--- src/rtl/vga_pkg.sv ---
// Shared VGA timing defaults, derived window bounds and pin-side types.
package vga_pkg;

    // Default 640x480@60 timing, in pixels (horizontal) and lines (vertical).
    localparam int VGA_COLOR_BITS = 24;
    localparam int VGA_H_ACTIVE   = 640;
    localparam int VGA_H_FP       = 16;
    localparam int VGA_H_SYNC     = 96;
    localparam int VGA_H_BP       = 48;
    localparam int VGA_V_ACTIVE   = 480;
    localparam int VGA_V_FP       = 10;
    localparam int VGA_V_SYNC     = 2;
    localparam int VGA_V_BP       = 33;
    localparam int VGA_CNT_W      = 10;

    // Sum of the four segments of one axis.
    function automatic int timing_total(input int active, input int fp,
                                        input int sync, input int bp);
        return active + fp + sync + bp;
    endfunction

    localparam int VGA_H_TOTAL = timing_total(VGA_H_ACTIVE, VGA_H_FP, VGA_H_SYNC, VGA_H_BP);
    localparam int VGA_V_TOTAL = timing_total(VGA_V_ACTIVE, VGA_V_FP, VGA_V_SYNC, VGA_V_BP);

    // Sync windows are [start, end): 656..751 and 490..491 for the defaults.
    localparam int VGA_H_SYNC_START = VGA_H_ACTIVE + VGA_H_FP;
    localparam int VGA_H_SYNC_END   = VGA_H_SYNC_START + VGA_H_SYNC;
    localparam int VGA_V_SYNC_START = VGA_V_ACTIVE + VGA_V_FP;
    localparam int VGA_V_SYNC_END   = VGA_V_SYNC_START + VGA_V_SYNC;

    // One colour channel at the default width.
    typedef logic [VGA_COLOR_BITS/3-1:0] color_t;

    // Everything that leaves the chip towards the DAC in one pixel.
    typedef struct packed {
        color_t red;
        color_t green;
        color_t blue;
        logic   hsync;
        logic   vsync;
        logic   blank_n;
    } vga_out_t;

endpackage

--- src/rtl/vga_timing_counter.sv ---
// Horizontal/vertical pixel counters with wrap, plus active-area and sync-window decode.
module vga_timing_counter
    import vga_pkg::*;
#(
    parameter int H_ACTIVE = VGA_H_ACTIVE,
    parameter int H_FP     = VGA_H_FP,
    parameter int H_SYNC   = VGA_H_SYNC,
    parameter int H_BP     = VGA_H_BP,
    parameter int V_ACTIVE = VGA_V_ACTIVE,
    parameter int V_FP     = VGA_V_FP,
    parameter int V_SYNC   = VGA_V_SYNC,
    parameter int V_BP     = VGA_V_BP,
    parameter int CNT_W    = VGA_CNT_W
) (
    input  logic             clk,
    input  logic             rst_n,
    input  logic             pix_en,
    output logic [CNT_W-1:0] h_cnt,
    output logic [CNT_W-1:0] v_cnt,
    output logic             active,
    output logic             hsync_act,
    output logic             vsync_act
);

    localparam int H_TOTAL = timing_total(H_ACTIVE, H_FP, H_SYNC, H_BP);
    localparam int V_TOTAL = timing_total(V_ACTIVE, V_FP, V_SYNC, V_BP);

    // All bounds are inclusive "last" values so they always fit in CNT_W bits,
    // even when a total equals 2**CNT_W exactly.
    localparam logic [CNT_W-1:0] H_LAST     = CNT_W'(H_TOTAL - 1);
    localparam logic [CNT_W-1:0] V_LAST     = CNT_W'(V_TOTAL - 1);
    localparam logic [CNT_W-1:0] H_ACT_LAST = CNT_W'(H_ACTIVE - 1);
    localparam logic [CNT_W-1:0] V_ACT_LAST = CNT_W'(V_ACTIVE - 1);
    localparam logic [CNT_W-1:0] HS_FIRST   = CNT_W'(H_ACTIVE + H_FP);
    localparam logic [CNT_W-1:0] HS_LAST    = CNT_W'(H_ACTIVE + H_FP + H_SYNC - 1);
    localparam logic [CNT_W-1:0] VS_FIRST   = CNT_W'(V_ACTIVE + V_FP);
    localparam logic [CNT_W-1:0] VS_LAST    = CNT_W'(V_ACTIVE + V_FP + V_SYNC - 1);

    // A counter too narrow for the frame would silently alias lines; refuse to build.
    if (H_TOTAL > (1 << CNT_W) || V_TOTAL > (1 << CNT_W)) begin : g_cnt_w_too_small
        $error("vga_timing_counter: CNT_W=%0d cannot hold H_TOTAL=%0d / V_TOTAL=%0d",
               CNT_W, H_TOTAL, V_TOTAL);
    end

    logic h_wrap;
    logic v_wrap;

    assign h_wrap = (h_cnt == H_LAST);
    assign v_wrap = (v_cnt == V_LAST);

    // Raster scan: x advances every pixel tick, y advances on each x wrap.
    always_ff @(posedge clk or negedge rst_n) begin
        if (!rst_n) begin
            // NOTE: sequential state uses non-blocking assignments so every
            // register samples the pre-edge values of the others.
            h_cnt <= '0;
            v_cnt <= '0;
        end else if (pix_en) begin
            if (h_wrap) begin
                h_cnt <= '0;
                v_cnt <= v_wrap ? '0 : v_cnt + CNT_W'(1);
            end else begin
                h_cnt <= h_cnt + CNT_W'(1);
            end
        end
    end

    assign active    = (h_cnt <= H_ACT_LAST) && (v_cnt <= V_ACT_LAST);
    assign hsync_act = (h_cnt >= HS_FIRST) && (h_cnt <= HS_LAST);
    assign vsync_act = (v_cnt >= VS_FIRST) && (v_cnt <= VS_LAST);

endmodule

--- src/rtl/vga_sync_gen.sv ---
// VGA display-timing source: publishes stage-0 coordinates to the renderer and
// registers its colour, with blanking and sync, onto the pins one tick later.
module vga_sync_gen
    import vga_pkg::*;
#(
    parameter int COLOR_BITS = VGA_COLOR_BITS,
    parameter int H_ACTIVE   = VGA_H_ACTIVE,
    parameter int H_FP       = VGA_H_FP,
    parameter int H_SYNC     = VGA_H_SYNC,
    parameter int H_BP       = VGA_H_BP,
    parameter int V_ACTIVE   = VGA_V_ACTIVE,
    parameter int V_FP       = VGA_V_FP,
    parameter int V_SYNC     = VGA_V_SYNC,
    parameter int V_BP       = VGA_V_BP,
    parameter bit H_SYNC_POL = 1'b0,
    parameter bit V_SYNC_POL = 1'b0,
    parameter int CNT_W      = VGA_CNT_W
) (
    input  logic                    clk_i,
    input  logic                    rst_ni,
    input  logic                    pix_en_i,
    input  logic [COLOR_BITS/3-1:0] red_i,
    input  logic [COLOR_BITS/3-1:0] green_i,
    input  logic [COLOR_BITS/3-1:0] blue_i,
    output logic [CNT_W-1:0]        x_o,
    output logic [CNT_W-1:0]        y_o,
    output logic                    display_enable_o,
    output logic                    frame_start_o,
    output logic                    line_start_o,
    output logic [COLOR_BITS/3-1:0] vga_red_o,
    output logic [COLOR_BITS/3-1:0] vga_green_o,
    output logic [COLOR_BITS/3-1:0] vga_blue_o,
    output logic                    hsync_o,
    output logic                    vsync_o,
    output logic                    blank_no
);

    localparam int CH_W = COLOR_BITS / 3;

    // Pin bundle at this instance's channel width.
    typedef struct packed {
        logic [CH_W-1:0] red;
        logic [CH_W-1:0] green;
        logic [CH_W-1:0] blue;
        logic            hsync;
        logic            vsync;
        logic            blank_n;
    } pin_t;

    // Pins at rest: black, blanked, both syncs at their inactive level.
    localparam pin_t PIN_RESET = '{
        red:     '0,
        green:   '0,
        blue:    '0,
        hsync:   ~H_SYNC_POL,
        vsync:   ~V_SYNC_POL,
        blank_n: 1'b0
    };

    if (COLOR_BITS % 3 != 0) begin : g_color_bits_bad
        $error("vga_sync_gen: COLOR_BITS=%0d is not a multiple of 3", COLOR_BITS);
    end

    logic [CNT_W-1:0] h_cnt;
    logic [CNT_W-1:0] v_cnt;
    logic             active;
    logic             hsync_act;
    logic             vsync_act;
    pin_t             pin_d;
    pin_t             pin_q;

    vga_timing_counter #(
        .H_ACTIVE (H_ACTIVE),
        .H_FP     (H_FP),
        .H_SYNC   (H_SYNC),
        .H_BP     (H_BP),
        .V_ACTIVE (V_ACTIVE),
        .V_FP     (V_FP),
        .V_SYNC   (V_SYNC),
        .V_BP     (V_BP),
        .CNT_W    (CNT_W)
    ) u_timing (
        .clk       (clk_i),
        .rst_n     (rst_ni),
        .pix_en    (pix_en_i),
        .h_cnt     (h_cnt),
        .v_cnt     (v_cnt),
        .active    (active),
        .hsync_act (hsync_act),
        .vsync_act (vsync_act)
    );

    // Stage 0: coordinates and strobes straight from the counters.
    assign x_o              = h_cnt;
    assign y_o              = v_cnt;
    assign display_enable_o = active;
    assign line_start_o     = pix_en_i && (h_cnt == '0);
    assign frame_start_o    = pix_en_i && (h_cnt == '0) && (v_cnt == '0);

    // Next pin value: renderer colour gated by the active area, syncs mapped to polarity.
    always_comb begin
        // NOTE: pin_d gets a full default before any condition, so no path
        // leaves a bit unassigned and no latch is inferred.
        pin_d         = PIN_RESET;
        pin_d.red     = active ? red_i   : '0;
        pin_d.green   = active ? green_i : '0;
        pin_d.blue    = active ? blue_i  : '0;
        pin_d.hsync   = hsync_act ? H_SYNC_POL : ~H_SYNC_POL;
        pin_d.vsync   = vsync_act ? V_SYNC_POL : ~V_SYNC_POL;
        pin_d.blank_n = active;
    end

    // Stage 1: one register for colour, sync and blank keeps them mutually aligned.
    always_ff @(posedge clk_i or negedge rst_ni) begin
        if (!rst_ni) begin
            pin_q <= PIN_RESET;
        end else if (pix_en_i) begin
            pin_q <= pin_d;
        end
    end

    assign vga_red_o   = pin_q.red;
    assign vga_green_o = pin_q.green;
    assign vga_blue_o  = pin_q.blue;
    assign hsync_o     = pin_q.hsync;
    assign vsync_o     = pin_q.vsync;
    assign blank_no    = pin_q.blank_n;

endmodule

--- config.mk ---
export PLATFORM = sky130hd
export DESIGN_NAME = vga_sync_gen
export DESIGN_NICKNAME = d
export VERILOG_FILES = /design/src/rtl/vga_pkg.sv /design/src/rtl/vga_timing_counter.sv /design/src/rtl/vga_sync_gen.sv
export SDC_FILE = /design/constraint.sdc
export NUM_CORES = 1
export LEC_CHECK = 0
export ABC_AREA = 1
export BUFFER_PORTS_ARGS = -buffer_cell sky130_fd_sc_hd__buf_2
export CORE_MARGIN = 3
export CORE_UTILIZATION = 50
export CTS_CLUSTER_SIZE = 30
export DETAILED_ROUTE_END_ITERATION = 8
export PLACE_DENSITY = 0.75
export SETUP_SLACK_MARGIN = 0.05
export SLEW_MARGIN = 20
export SYNTH_ARGS = -nofsm -noshare
export SYNTH_HDL_FRONTEND = slang
export SYNTH_SLANG_ARGS = --single-unit
export TNS_END_PERCENT = 10
--- constraint.sdc ---
create_clock -name clk_i -period 1.7 [get_ports clk_i]
set_clock_uncertainty 0.2 [all_clocks]
set_input_delay 0.085 -clock clk_i [delete_from_list [all_inputs] [get_ports clk_i]]
set_output_delay 0.085 -clock clk_i [all_outputs]
set_load 0.005 [all_outputs]
==> Yosys cells after proc, flatten, opt, wreduce, memory -nomap -nowiden <==
Index checks and enable logic that the tools add are counted.
{ "totals": {"reg_bits": 47, "in_bits": 27, "output_inout_bits": 50, "wordCells": 33} }
{ "op_classes": {"add_sub_neg": 2, "order_cmp": 6, "n_eq_ne": 2, "muxes": 7, "n_reduce_logical": 8} }
{ "ops": {"columns": ["operator", "count"], "rows": [
  ["8-bit two-way mux", 3],
  ["10-bit by 1-bit adder with 10-bit output, second input constant", 2],
  ["10-bit == test, second input constant", 2],
  ["10-bit <= comparator, second input constant", 2],
  ["10-bit by 9-bit <= comparator with 1-bit output, second input constant", 2],
  ["10-bit zero test", 2],
  ["10-bit two-way mux", 2],
  ["10-bit greater-or-equal comparator, second input constant", 1],
  ["10-bit by 9-bit greater-or-equal comparator with 1-bit output, second input constant", 1],
  ["1-bit logical AND", 5],
  ["1-bit two-way mux", 2],
  ["2-bit AND reduction", 1]
]} }

==> Depth between registers and ports, before layout <==
Gate-level depths: netlist of run 1.
{ "depth": {"depth_word": 3, "ltp_mapped": 8, "mapped_depth_nobuf": 8} }

==> Cells and area by module <==
Synthesis of run 1 repeated with hierarchy kept, for this count alone.
{ "unflattened": {"cells_unflattened": 297, "hier_area_um2": 2397.3} }
{ "modules_own_cells": {"columns": ["mod", "instances", "cells_per_inst", "area_each_um2"], "rows": [
  ["vga_timing_counter", 1, 161, 1243.7],
  ["vga_sync_gen", 1, 136, 1153.6]
]} }

==> Least setup slack after synthesis of run 1 <==
Ideal clock, no wire load.
{ "synth_path": {"path_type": "reg-to-reg", "start": "register u_timing.h_cnt[0]", "end": "register u_timing.v_cnt[5]", "setup_ns": 0.121, "arrival_ns": 1.278, "slack_ns": 0.100, "stages_incl_launch_ff": 9, "path_buffers": 0, "cell_sequence": "dfrtp_1 ha_1 nand2_1 nor2_2 nand4_4 nor2_8 inv_6 nand2_1 o21ai_2"} }
{ "synth_via": {"elab_chain_len": 2} }
{ "synth_rtl": {"columns": ["item", "line_no", "rtl"], "rows": [
  ["from (decl)", "vga_timing_counter.sv:18", "output logic [CNT_W-1:0] h_cnt,"],
  ["from (signal assigned)", "vga_timing_counter.sv:63", "h_cnt <= h_cnt + CNT_W'(1);"],
  ["10-bit == test", "vga_timing_counter.sv:48", "assign h_wrap = (h_cnt == H_LAST);"],
  ["2-bit AND reduction (no source line)", null, null],
  ["to (signal assigned)", "vga_timing_counter.sv:61", "v_cnt <= v_wrap ? '0 : v_cnt + CNT_W'(1);"],
  ["to (decl)", "vga_timing_counter.sv:19", "output logic [CNT_W-1:0] v_cnt,"]
]} }
No other way between the ends.
A chain may end at the register's enable or synchronous reset.

==> Worst setup path in the final report of run 1 <==
{ "layout_path": {"start": "register u_timing.v_cnt[0]", "end": "output frame_start_o"} }
{ "layout_via": {"elab_chain_len": 2} }
{ "layout_rtl": {"columns": ["item", "line_no", "rtl"], "rows": [
  ["10-bit zero test", "vga_sync_gen.sv:98", "assign frame_start_o = pix_en_i && (h_cnt == '0) && (v_cnt == '0);"],
  ["1-bit logical AND", "vga_sync_gen.sv:98", null],
  ["to (decl)", "vga_sync_gen.sv:28", "output logic frame_start_o,"]
]} }
No other way between the ends.

==> metrics, run 1 <==
critical path's largest stage delay 0.42 ns; Total GRT Usage 25.5%; violation count after the first detailed-route iteration 174; cell count after placement 430; Critical-path top delay cell dfrtp_2; Port Buf Inserts 76; violations in the final reports negative setup slack; clock sinks 47; NetSw 1.37 mW; Post-Route WL 6690 µm; worst slew pin tran 0.455 ns; Clock Power Share 17.4%; worst-path fanout max 2; Yosys top cell by area dfrtp_1; Util after Layout 78.1%; Reg clk slew, reported paths 0.08 ns; Die H 74.9 µm; final cell count without fillers 480; Final GP Congestion 0.925; Comb power frac 40.3%; Critical Path Sink frame_start_o; r2r startpoint u_timing.v_cnt[0]$_DFFE_PN0P_; sw frac 36.6%; Period minus WS final 1.76 ns; critical-path cell list inv_2, ha_4, nand4_1, nor4_1, buf_2; vias per cell 5.16; DR pass1 iterations 5; asr flop ratio synth 100%; Main synth FF type dfrtp_1; initial antenna violation count 0; sequential share of power 42.3%; status finished with violations; FF-to-FF End u_timing.v_cnt[1]$_DFFE_PN0P_; Antenna Cells 0; num rows 24; Top delay family on crit path flip-flops; P per Cell Area 1070 mW/mm²; root buffer cell clkbuf_8; DR DRC count 0; Seq/Total Area, Yosys 49.7%; vias 2475; Setup TNS -0.0556 ns; Top Ports 77; vias in the first global route 2414; Synth Net Count 326; Req. time, crit path 1.41 ns; Post-synth EDFFs 0; unrepaired setup endpoints after global routing true; Layout Nets 459; Cell Area, Synth 0.00237 mm²; die width 74.9 µm; top cells by area, synth dfrtp_1 47%, nand2_1 18%, inv_1 4.0%; Tot Pwr 3.73 mW; Cells after Synth 294; final setup margin -0.0556 ns; Worst EP arrival 1.47 ns; worst hold path type input pin to async pin; Critical Path Source Type register; slew margin rel. 69.7%; Commonest cells post-synth 114 x nand2_1, 45 x dfrtp_1, 25 x inv_1; first-pass GRT wire length 10900 µm; clock latency reported for the late side of the worst-skew pair 0.30 ns; Final Setup Violations 1; die area 0.00560 mm²; maximum clock rate 570 MHz; Clock Path Buffers 2; fillers 317; grt total ovfl 0; Final ANT Viol Nets 0; Ys Warns 0; FF-to-FF setup slack 0.05 ns; largest net degree at the start of global routing 20; TritonCTS clock tree yes; Critical Path Start u_timing.v_cnt[0]$_DFFE_PN0P_; cell with the most instances after synthesis nand2_1; CTS Buf Count 5; Crit path depth 5; share of cells above drive strength 1 37.4%; maxcap violations 0; Routed WL per cell 13.9 µm; Peak supply drop 0.527 mV; hold slack 0.0625 ns; Synth Register Bits 47; Synth Area per Inst 8.06 µm²; critical path type register to primary output; fin crit share 103%; buffer and inverter count on the worst path 2; internal power 2.37 mW; Netlist cell types 27; Final Max Tran Viols 0; H-tree depth 2; Final HPWL DP 4390 µm; P_leak 1.84 nW; Layout area overhead 47.3%; starting density of the core 53.0%; Fin. Hold Viols 0; Worst R2R Path Depth 8; CP Capture Type primary output; core area 0.00447 mm²; area occupied by multi-input gates 0.00113 mm²; Reg area 0.00119 mm²; Synth top area share 47.5%
[how the worst min path moves through the flow]
stage | start | to | slack (ns) | depth (start not counted)
after floorplan | rst_ni | blank_no$_DFFE_PN0P_ | -0.41 | 0
after global placement | rst_ni | u_timing.h_cnt[8]$_DFFE_PN0P_ | -0.14 | 1
after detailed placement | rst_ni | u_timing.h_cnt[6]$_DFFE_PN0P_ | -0.14 | 1
after CTS | pix_en_i | u_timing.h_cnt[3]$_DFFE_PN0P_ | 0.03 | 5
after global routing | pix_en_i | u_timing.h_cnt[3]$_DFFE_PN0P_ | 0.09 | 5
final | rst_ni | vga_red_o[3]$_DFFE_PN0P_ | 0.06 | 2
[worst register-to-register path, delay by kind of cell, from the launching register on]
kind | cells | cell delay, ns
fa+ha+maj | 1 | 0.14
buf+inv | 3 | 0.21
compound gates | 1 | 0.10
flops | 1 | 0.42
simple gates | 3 | 0.46
[cells in the final DEF (no fill, tap or decap), types with 2 or more instances in the layout]
cell type        n
buf_6            2
o21ai_1          3
buf_4           26
nor2_1          17
dfrtp_2          8
nand4_1         12
nand3_1         16
nor3_1           5
dlygate4sd3_1   27
clkbuf_8         5
o21ai_0         11
nand2_1        107
nor3b_1          2
nor2_2           5
inv_1           20
dfrtp_1         37
inv_2            7
xor2_1           4
ha_4             3
o21ai_2          4
ha_1             2
buf_12           2
buf_2           76
nand2_2          7
nor2_4           6
dfstp_2          2
[cell families (layout without fill, tap and decap cells)]
| kind of cell | count (synthesis) | in the layout | synth area share [%] |
|---|---|---|---|
| flip-flops | 47 | 47 | 49.7 |
| XOR/XNOR | 5 | 5 | 1.85 |
| AO/OA/AOI/OAI | 21 | 21 | 5.17 |
| buffers and inverters | 35 | 169 | 6.65 |
| adder cells (fa/ha/maj) | 5 | 5 | 2.64 |
| AND/OR/NAND/NOR | 181 | 181 | 34.0 |
[metrics by stage]
stage	area (µm²)	setup WS (ns)
after floorplan	2370	0.100
after global placement	2910	0.0457
after detailed placement	2910	0.0451
after CTS	3460	-0.0169
final	3490	-0.0556
after global routing	3490	-0.134
[registers in the layout, summed over array words and instances, names as in the netlist]
name            cells
blank_no            1
hsync_o             1
u_timing.h_cnt     10
u_timing.v_cnt     10
vga_blue_o          8
vga_green_o         8
vsync_o             1
vga_red_o           8
[what timing repair did]
action                                  CTS  global route
buffers inserted                         15             0
hold buffers                             27             0
resized for setup                        33            11
endpoints found under the setup margin   10            18
pin swaps                                 7             7
hold endpoints to repair                 75             0
[power by group through the flow]
stage               logic, mW  clock network (mW)  registers, mW
global route             1.68               0.730           1.61
finish                   1.51               0.650           1.58
CTS                      1.47               0.668           1.57
global placement         1.15                   0           1.62
floorplan               0.590                   0           1.64
detailed placement       1.18                   0           1.62
[per-layer routing]
| layer | track usage, % | part of all wire [%] | vias to the layer above |
|---|---|---|---|
| li1 | - | - | 1203 |
| met2 | 41.3 | 50 | 100 |
| met4 | 9.09 | 2.0 | 0 |
| met5 | 0 | 0 | - |
| met1 | 33.6 | 41 | 1153 |
| met3 | 5.87 | 7.4 | 19 |
[cell type report]
cell class / instances / share of cell area, %
Clock buffer: 6 / 2.08
Tap cell: 52 / 1.86
Clock inverter: 2 / 0.358
Sequential cell: 47 / 34.0
Timing Repair Buffer: 133 / 26.0
Multi-Input combinational cell: 212 / 32.4
Inverter: 28 / 3.22
Note: power is estimated with default switching activity, not from simulation.
==> inputs of run 2 (changes only) <==
--- a/config.mk
+++ b/config.mk
@@ -6,12 +6,12 @@
 export NUM_CORES = 1
 export LEC_CHECK = 0
 export ABC_AREA = 1
-export BUFFER_PORTS_ARGS = -buffer_cell sky130_fd_sc_hd__buf_2
-export CORE_MARGIN = 3
-export CORE_UTILIZATION = 50
+export CORE_UTILIZATION = 55
 export CTS_CLUSTER_SIZE = 30
 export DETAILED_ROUTE_END_ITERATION = 8
-export PLACE_DENSITY = 0.75
+export DONT_BUFFER_PORTS = 1
+export PLACE_DENSITY = 0.66
+export RECOVER_POWER = 50
 export SETUP_SLACK_MARGIN = 0.05
 export SLEW_MARGIN = 20
 export SYNTH_ARGS = -nofsm -noshare
==> metrics, run 2 (synthesized netlist as in run 1, its figures left out) <==
Final HPWL DP 3530 µm (-20%); vias 2134 (-14%); Clock Path Buffers 2 (unchanged); violations in the final reports negative hold slack, negative setup slack; worst-path fanout max 5 (+3); root buffer cell clkbuf_8; placed cell area 0.00253 mm² (-13%); DR pass1 iterations 6 (+1); die area 0.00458 mm² (-18%); Period minus WS final 1.74 ns (-0.0118 ns); num rows 23 (-4.2%); Worst Hold Path EP u_timing.v_cnt[8]$_DFFE_PN0P_; FF-to-FF End u_timing.v_cnt[5]$_DFFE_PN0P_; violation count after the first detailed-route iteration 115 (-34%); starting density of the core 58.4% (+5.4 points); Tot Pwr 3.48 mW (-6.8%); Port Buf Inserts 0 (-100%); DR DRC count 0 (unchanged); die width 67.7 µm (-9.6%); cell depth of the worst hold path 4; Final GP Congestion 0.850 (-8.1%); Layout Nets 384 (-16%); Fin. Hold Viols 2 (+2); Worst R2R Path Depth 9 (+1); commonest non-fill, non-tap cells in the layout 107 x nand2_1, 39 x dfrtp_1, 31 x dlygate4sd3_1; Setup TNS -0.0837 ns (-0.0281 ns); Reg clk slew, reported paths 0.09 ns (about the same); Peak supply drop 0.565 mV (+7.2%); first-pass GRT wire length 8910 µm (-19%); H-tree depth 2 (unchanged); commonest non-fill, non-tap cell in the layout nand2_1; vias per cell 5.30 (+2.7%); Critical Path Source Type register; Die H 67.7 µm (-9.6%); largest net degree at the start of global routing 48 (+140%); core area 0.00406 mm² (-9.3%); worst hold path type input pin to register; Top Ports 77 (unchanged); grt total ovfl 0 (unchanged); Antenna Cells 0 (unchanged); TritonCTS clock tree yes; unrepaired setup endpoints after global routing true; CP Capture Type primary output; GR Layer Usage met3 8.61% (+2.7 points); initial antenna violation count 0 (unchanged); worst slew pin tran 1.14 ns (+0.680 ns); critical path type register to primary output; Final Setup Violations 2 (+1); final setup margin -0.0439 ns (+0.0118 ns); min-delay src pix_en_i; slew margin rel. 24.3% (-45 points); clock latency reported for the late side of the worst-skew pair 0.30 ns (about the same); Finished Cell Area 0.00316 mm² (-9.4%); Total GRT Usage 27.0% (+1.5 points); Layout area overhead 33.5%; status finished with violations; vias in the first global route 1957 (-19%); GR Util met2 43.2% (+1.9 points); hold slack -0.0138 ns (-0.0764 ns); maxcap violations 0 (unchanged); fillers 283 (-11%); Util after Layout 78.0% (-0.093 points); share of cells above drive strength 1 23.8% (-14 points); clock sinks 47 (unchanged); Worst EP arrival 1.46 ns (about the same); Final Max Tran Viols 0 (unchanged); busiest layer in global routing met2; FF-to-FF setup slack 0.01 ns (-0.04 ns); maximum clock rate 573 MHz (+0.67%); CTS Buf Count 5 (unchanged); P_leak 1.55 nW (-16%); r2r startpoint u_timing.h_cnt[0]$_DFFE_PN0P_; Routed WL per cell 14.5 µm (+4.2%); P per Cell Area 1100 mW/mm² (+2.9%); Req. time, crit path 1.41 ns (about the same); met1 Resource Use GR 34.4% (+0.89 points); fin crit share 103% (-0.69 points); Final ANT Viol Nets 0 (unchanged); Regs by FF count u_timing.h_cnt: 10 flops, u_timing.v_cnt: 10 flops; Post-Route WL 5850 µm (-13%)
## run 2: cell count changes in the layout (fill, tap and decap cells not counted), moves of 2 or more
cell and delta:
dfrtp_2 -2, buf_2 -76, o21ai_0 +3, nand3_1 -2, nor2_2 -2, nor2_4 +3
buf_4 -4, o21ai_1 -3, dlygate4sd3_1 +4, dfrtp_1 +2
## run 2: worst max-delay path by stage
stage / end / from
after floorplan: u_timing.v_cnt[5]$_DFFE_PN0P_ / u_timing.h_cnt[0]$_DFFE_PN0P_
after global placement: u_timing.v_cnt[2]$_DFFE_PN0P_ / u_timing.v_cnt[1]$_DFFE_PN0P_
after detailed placement: u_timing.v_cnt[1]$_DFFE_PN0P_ / u_timing.v_cnt[1]$_DFFE_PN0P_
after CTS: frame_start_o / u_timing.h_cnt[5]$_DFFE_PN0P_
after global routing: frame_start_o / u_timing.v_cnt[5]$_DFFE_PN0P_
final: line_start_o / u_timing.h_cnt[0]$_DFFE_PN0P_
## run 2: per-layer routing
layer	vias up	share of wire, %	wire, µm
li1	1050	-	-
met2	78	48	2820
met1	998	43	2540
met5	-	0	0
met3	8	6.8	398
met4	0	1.5	89
## run 2: report_power, final
part           internal [mW]  leakage [nW]  switching (mW)
logic                  0.499         0.950           0.637
registers               1.38         0.556           0.297
clock network          0.288        0.0412           0.385
## run 2: timing repair
| action | in CTS | in global routing |
|---|---|---|
| endpoints found under the setup margin | 7 | 32 |
| resized for setup | 19 | 30 |
| buffers inserted | 6 | 3 |
| hold buffers | 31 | 1 |
| pin swaps | 3 | 8 |
| hold endpoints to repair | 78 | 1 |
## run 2: area by class of cell
| type | count | area (µm²) | area share, % |
|---|---|---|---|
| sequential | 47 | 1190 | 37.5 |
| clock inverter | 2 | 12.5 | 0.395 |
| timing repair buffer | 58 | 534 | 16.9 |
| multi-input combinational | 212 | 1180 | 37.4 |
| tap | 50 | 62.6 | 1.98 |
| clock buffer | 6 | 72.6 | 2.29 |
| inverter | 28 | 113 | 3.56 |
## run 2: per-stage QoR
stage	setup WS (ns)	hold slack (ns)	instances
detailed placement	0.0532	-0.410	354
CTS	-0.0620	0.00416	399
global route	-0.144	0.00758	403
floorplan	0.100	-0.411	294
finish	-0.0439	-0.0138	403
global placement	0.0731	-0.410	354
## run 2: critical path: stages, from the launching register on
cell     delay, ns
dfrtp_1       0.40
buf_6         0.14
inv_4         0.06
ha_4          0.11
nand4_1       0.12
buf_4         0.17
nor2_1        0.16
==> inputs of run 3 (changes only) <==
--- a/config.mk
+++ b/config.mk
@@ -10,7 +10,7 @@
 export CTS_CLUSTER_SIZE = 30
 export DETAILED_ROUTE_END_ITERATION = 8
 export DONT_BUFFER_PORTS = 1
-export PLACE_DENSITY = 0.66
+export PLACE_DENSITY = 0.69
 export RECOVER_POWER = 50
 export SETUP_SLACK_MARGIN = 0.05
 export SLEW_MARGIN = 20
==> constraint.sdc (replaced) <==
create_clock -name clk_i -period 1.6 [get_ports clk_i]
set_clock_uncertainty 0.2 [all_clocks]
set_input_delay 0.08 -clock clk_i [delete_from_list [all_inputs] [get_ports clk_i]]
set_output_delay 0.08 -clock clk_i [all_outputs]
set_load 0.005 [all_outputs]
==> metrics, run 3 (synthesized netlist as in run 1, its figures left out) <==
Finished Cell Area 0.00321 mm² (+1.6%); Antenna Cells 0 (unchanged); critical-path cell list buf_6, inv_4, ha_4, nand4_1, nor4_4; hold slack 0.113 ns (+0.127 ns); Final ANT Viol Nets 0 (unchanged); Die H 67.7 µm (unchanged); commonest non-fill, non-tap cell in the layout nand2_1; Final Setup Violations 14 (+12); Reg clk slew, reported paths 0.10 ns (about the same); Period minus WS final 1.71 ns; final setup margin -0.114 ns (-0.0704 ns); unrepaired setup endpoints after global routing true; die width 67.7 µm (unchanged); grt total ovfl 0 (unchanged); vias 2212 (+3.7%); vias in the first global route 2233 (+14%); P per Cell Area 1160 mW/mm² (+5.9%); share of cells above drive strength 1 25.5% (+1.7 points); worst hold path type input pin to register; Clock Path Buffers 2 (unchanged); DR DRC count 0 (unchanged); DR pass1 iterations 4 (-2); Critical Path Source Type register; worst-path fanout max 5 (unchanged); Req. time, crit path 1.32 ns (-0.09 ns); critical path's largest stage delay 0.42 ns (+0.02 ns); die area 0.00458 mm² (unchanged); Routed WL per cell 14.9 µm (+2.8%); starting density of the core 58.4% (unchanged); core area 0.00406 mm² (unchanged); H-tree depth 2 (unchanged); TritonCTS clock tree yes; Post-Route WL 6140 µm (+4.9%); maxcap violations 0 (unchanged); Layout Nets 392 (+2.1%); Fin. Hold Viols 0 (-2); Final Max Tran Viols 0 (unchanged); fin crit share 107%; num rows 23 (unchanged); critical path type register to primary output; Layout area overhead 35.6%; CTS Buf Count 5 (unchanged); Final GP Congestion 0.838 (-1.4%); Setup TNS -1.11 ns (-1.02 ns); clock sinks 47 (unchanged); commonest non-fill, non-tap cells in the layout 106 x nand2_1, 41 x dfrtp_1, 31 x buf_4; Final HPWL DP 3820 µm (+8.3%); vias per cell 5.38 (+1.6%); placed cell area 0.00262 mm² (+3.6%); Port Buf Inserts 0 (unchanged); Peak supply drop 0.709 mV (+26%); first-pass GRT wire length 9910 µm (+11%); Worst R2R Path Depth 9 (unchanged); largest net degree at the start of global routing 48 (unchanged); Total GRT Usage 29.5% (+2.5 points); violation count after the first detailed-route iteration 269 (+130%); P_leak 1.61 nW (+4.0%); Worst EP arrival 1.43 ns (-0.03 ns); Critical-path top delay cell dfrtp_1; CP Capture Type primary output; initial antenna violation count 0 (unchanged); Top Ports 77 (unchanged); worst slew pin tran 1.13 ns (-0.00654 ns); violations in the final reports negative setup slack; maximum clock rate 583 MHz; status finished with violations; slew margin rel. 24.8% (+0.44 points); Regs by FF count u_timing.h_cnt: 10 flops, u_timing.v_cnt: 10 flops; cell depth of the worst hold path 2 (-2); clock latency reported for the late side of the worst-skew pair 0.31 ns (about the same); root buffer cell clkbuf_8
## run 3: cell types whose count changed in the layout (fill, tap and decap cells not counted), sizes merged
cell	previous run	this run
nor2	29	30
buf	26	34
inv	28	30
dlygate4sd3	31	28
clkinv	1	2
clkbuf	7	6
dlymetal6s4s	0	1
clkinvlp	1	0
## run 3: cell type report
| cell class | count | area [µm²] |
|---|---|---|
| Clock buffer | 5 | 68.8 |
| Clock inverter | 3 | 18.8 |
| Fill cell | 270 | 843 |
| Inverter | 28 | 118 |
| Multi-Input combinational cell | 213 | 1180 |
| Sequential cell | 47 | 1180 |
| Tap cell | 50 | 62.6 |
| Timing Repair Buffer | 64 | 573 |
| Timing Repair inverter | 1 | 8.76 |
## run 3: worst max-delay path, delay by kind of cell, from the launching register on
family	cells	cell delay [ns]
adders and majority gates	1	0.11
DFF	1	0.42
and+or+nand+nor	2	0.40
buffers and inverters	2	0.20
## run 3: worst paths after layout
check	from	to	slack, ns
hold reg to reg	vga_blue_o[5]$_DFFE_PN0P_	vga_blue_o[5]$_DFFE_PN0P_	0.32
setup reg to reg	u_timing.h_cnt[0]$_DFFE_PN0P_	u_timing.v_cnt[5]$_DFFE_PN0P_	-0.11
hold / removal	pix_en_i	u_timing.h_cnt[1]$_DFFE_PN0P_	0.11
setup / recovery	u_timing.h_cnt[0]$_DFFE_PN0P_	frame_start_o	-0.11
min in group asynchronous	rst_ni	vga_green_o[4]$_DFFE_PN0P_	0.34
max in group asynchronous	rst_ni	u_timing.h_cnt[8]$_DFFE_PN0P_	0.09
## run 3: repair_timing
item | in CTS | in global routing
hold endpoints to repair | 83 | 0
pin swaps | 10 | 4
buffers inserted | 5 | 0
setup endpoints to repair | 14 | 46
hold buffers | 30 | 0
resized for setup | 32 | 19
cloned | 2 | 0
## run 3: through the flow
step / power [mW] / instances / util, % / worst slack [ns]
after floorplan: 2.37 / 294 / - / 0.000476
after global placement: 2.72 / 366 / 64.5 / 0.00216
after detailed placement: 2.76 / 366 / 64.5 / -0.0357
after CTS: 3.69 / 411 / 78.3 / -0.111
after global routing: 4.01 / 411 / 79.2 / -0.198
final: 3.74 / 411 / 79.2 / -0.114
## run 3: where the power goes
group / switching, mW / internal, mW / leakage (nW)
Combinational: 0.711 / 0.544 / 1.00
Sequential: 0.307 / 1.46 / 0.558
Clock: 0.410 / 0.308 / 0.0483
Total: 1.43 / 2.32 / 1.61
## run 3: routing by layer
layer | wire length (µm) | track usage, % | vias up
li1 | - | - | 1071
met1 | 2410 | 34.3 | 1021
met2 | 3100 | 49.8 | 103
met3 | 457 | 8.11 | 17
met4 | 163 | 13.8 | 0
met5 | 0 | 0 | -
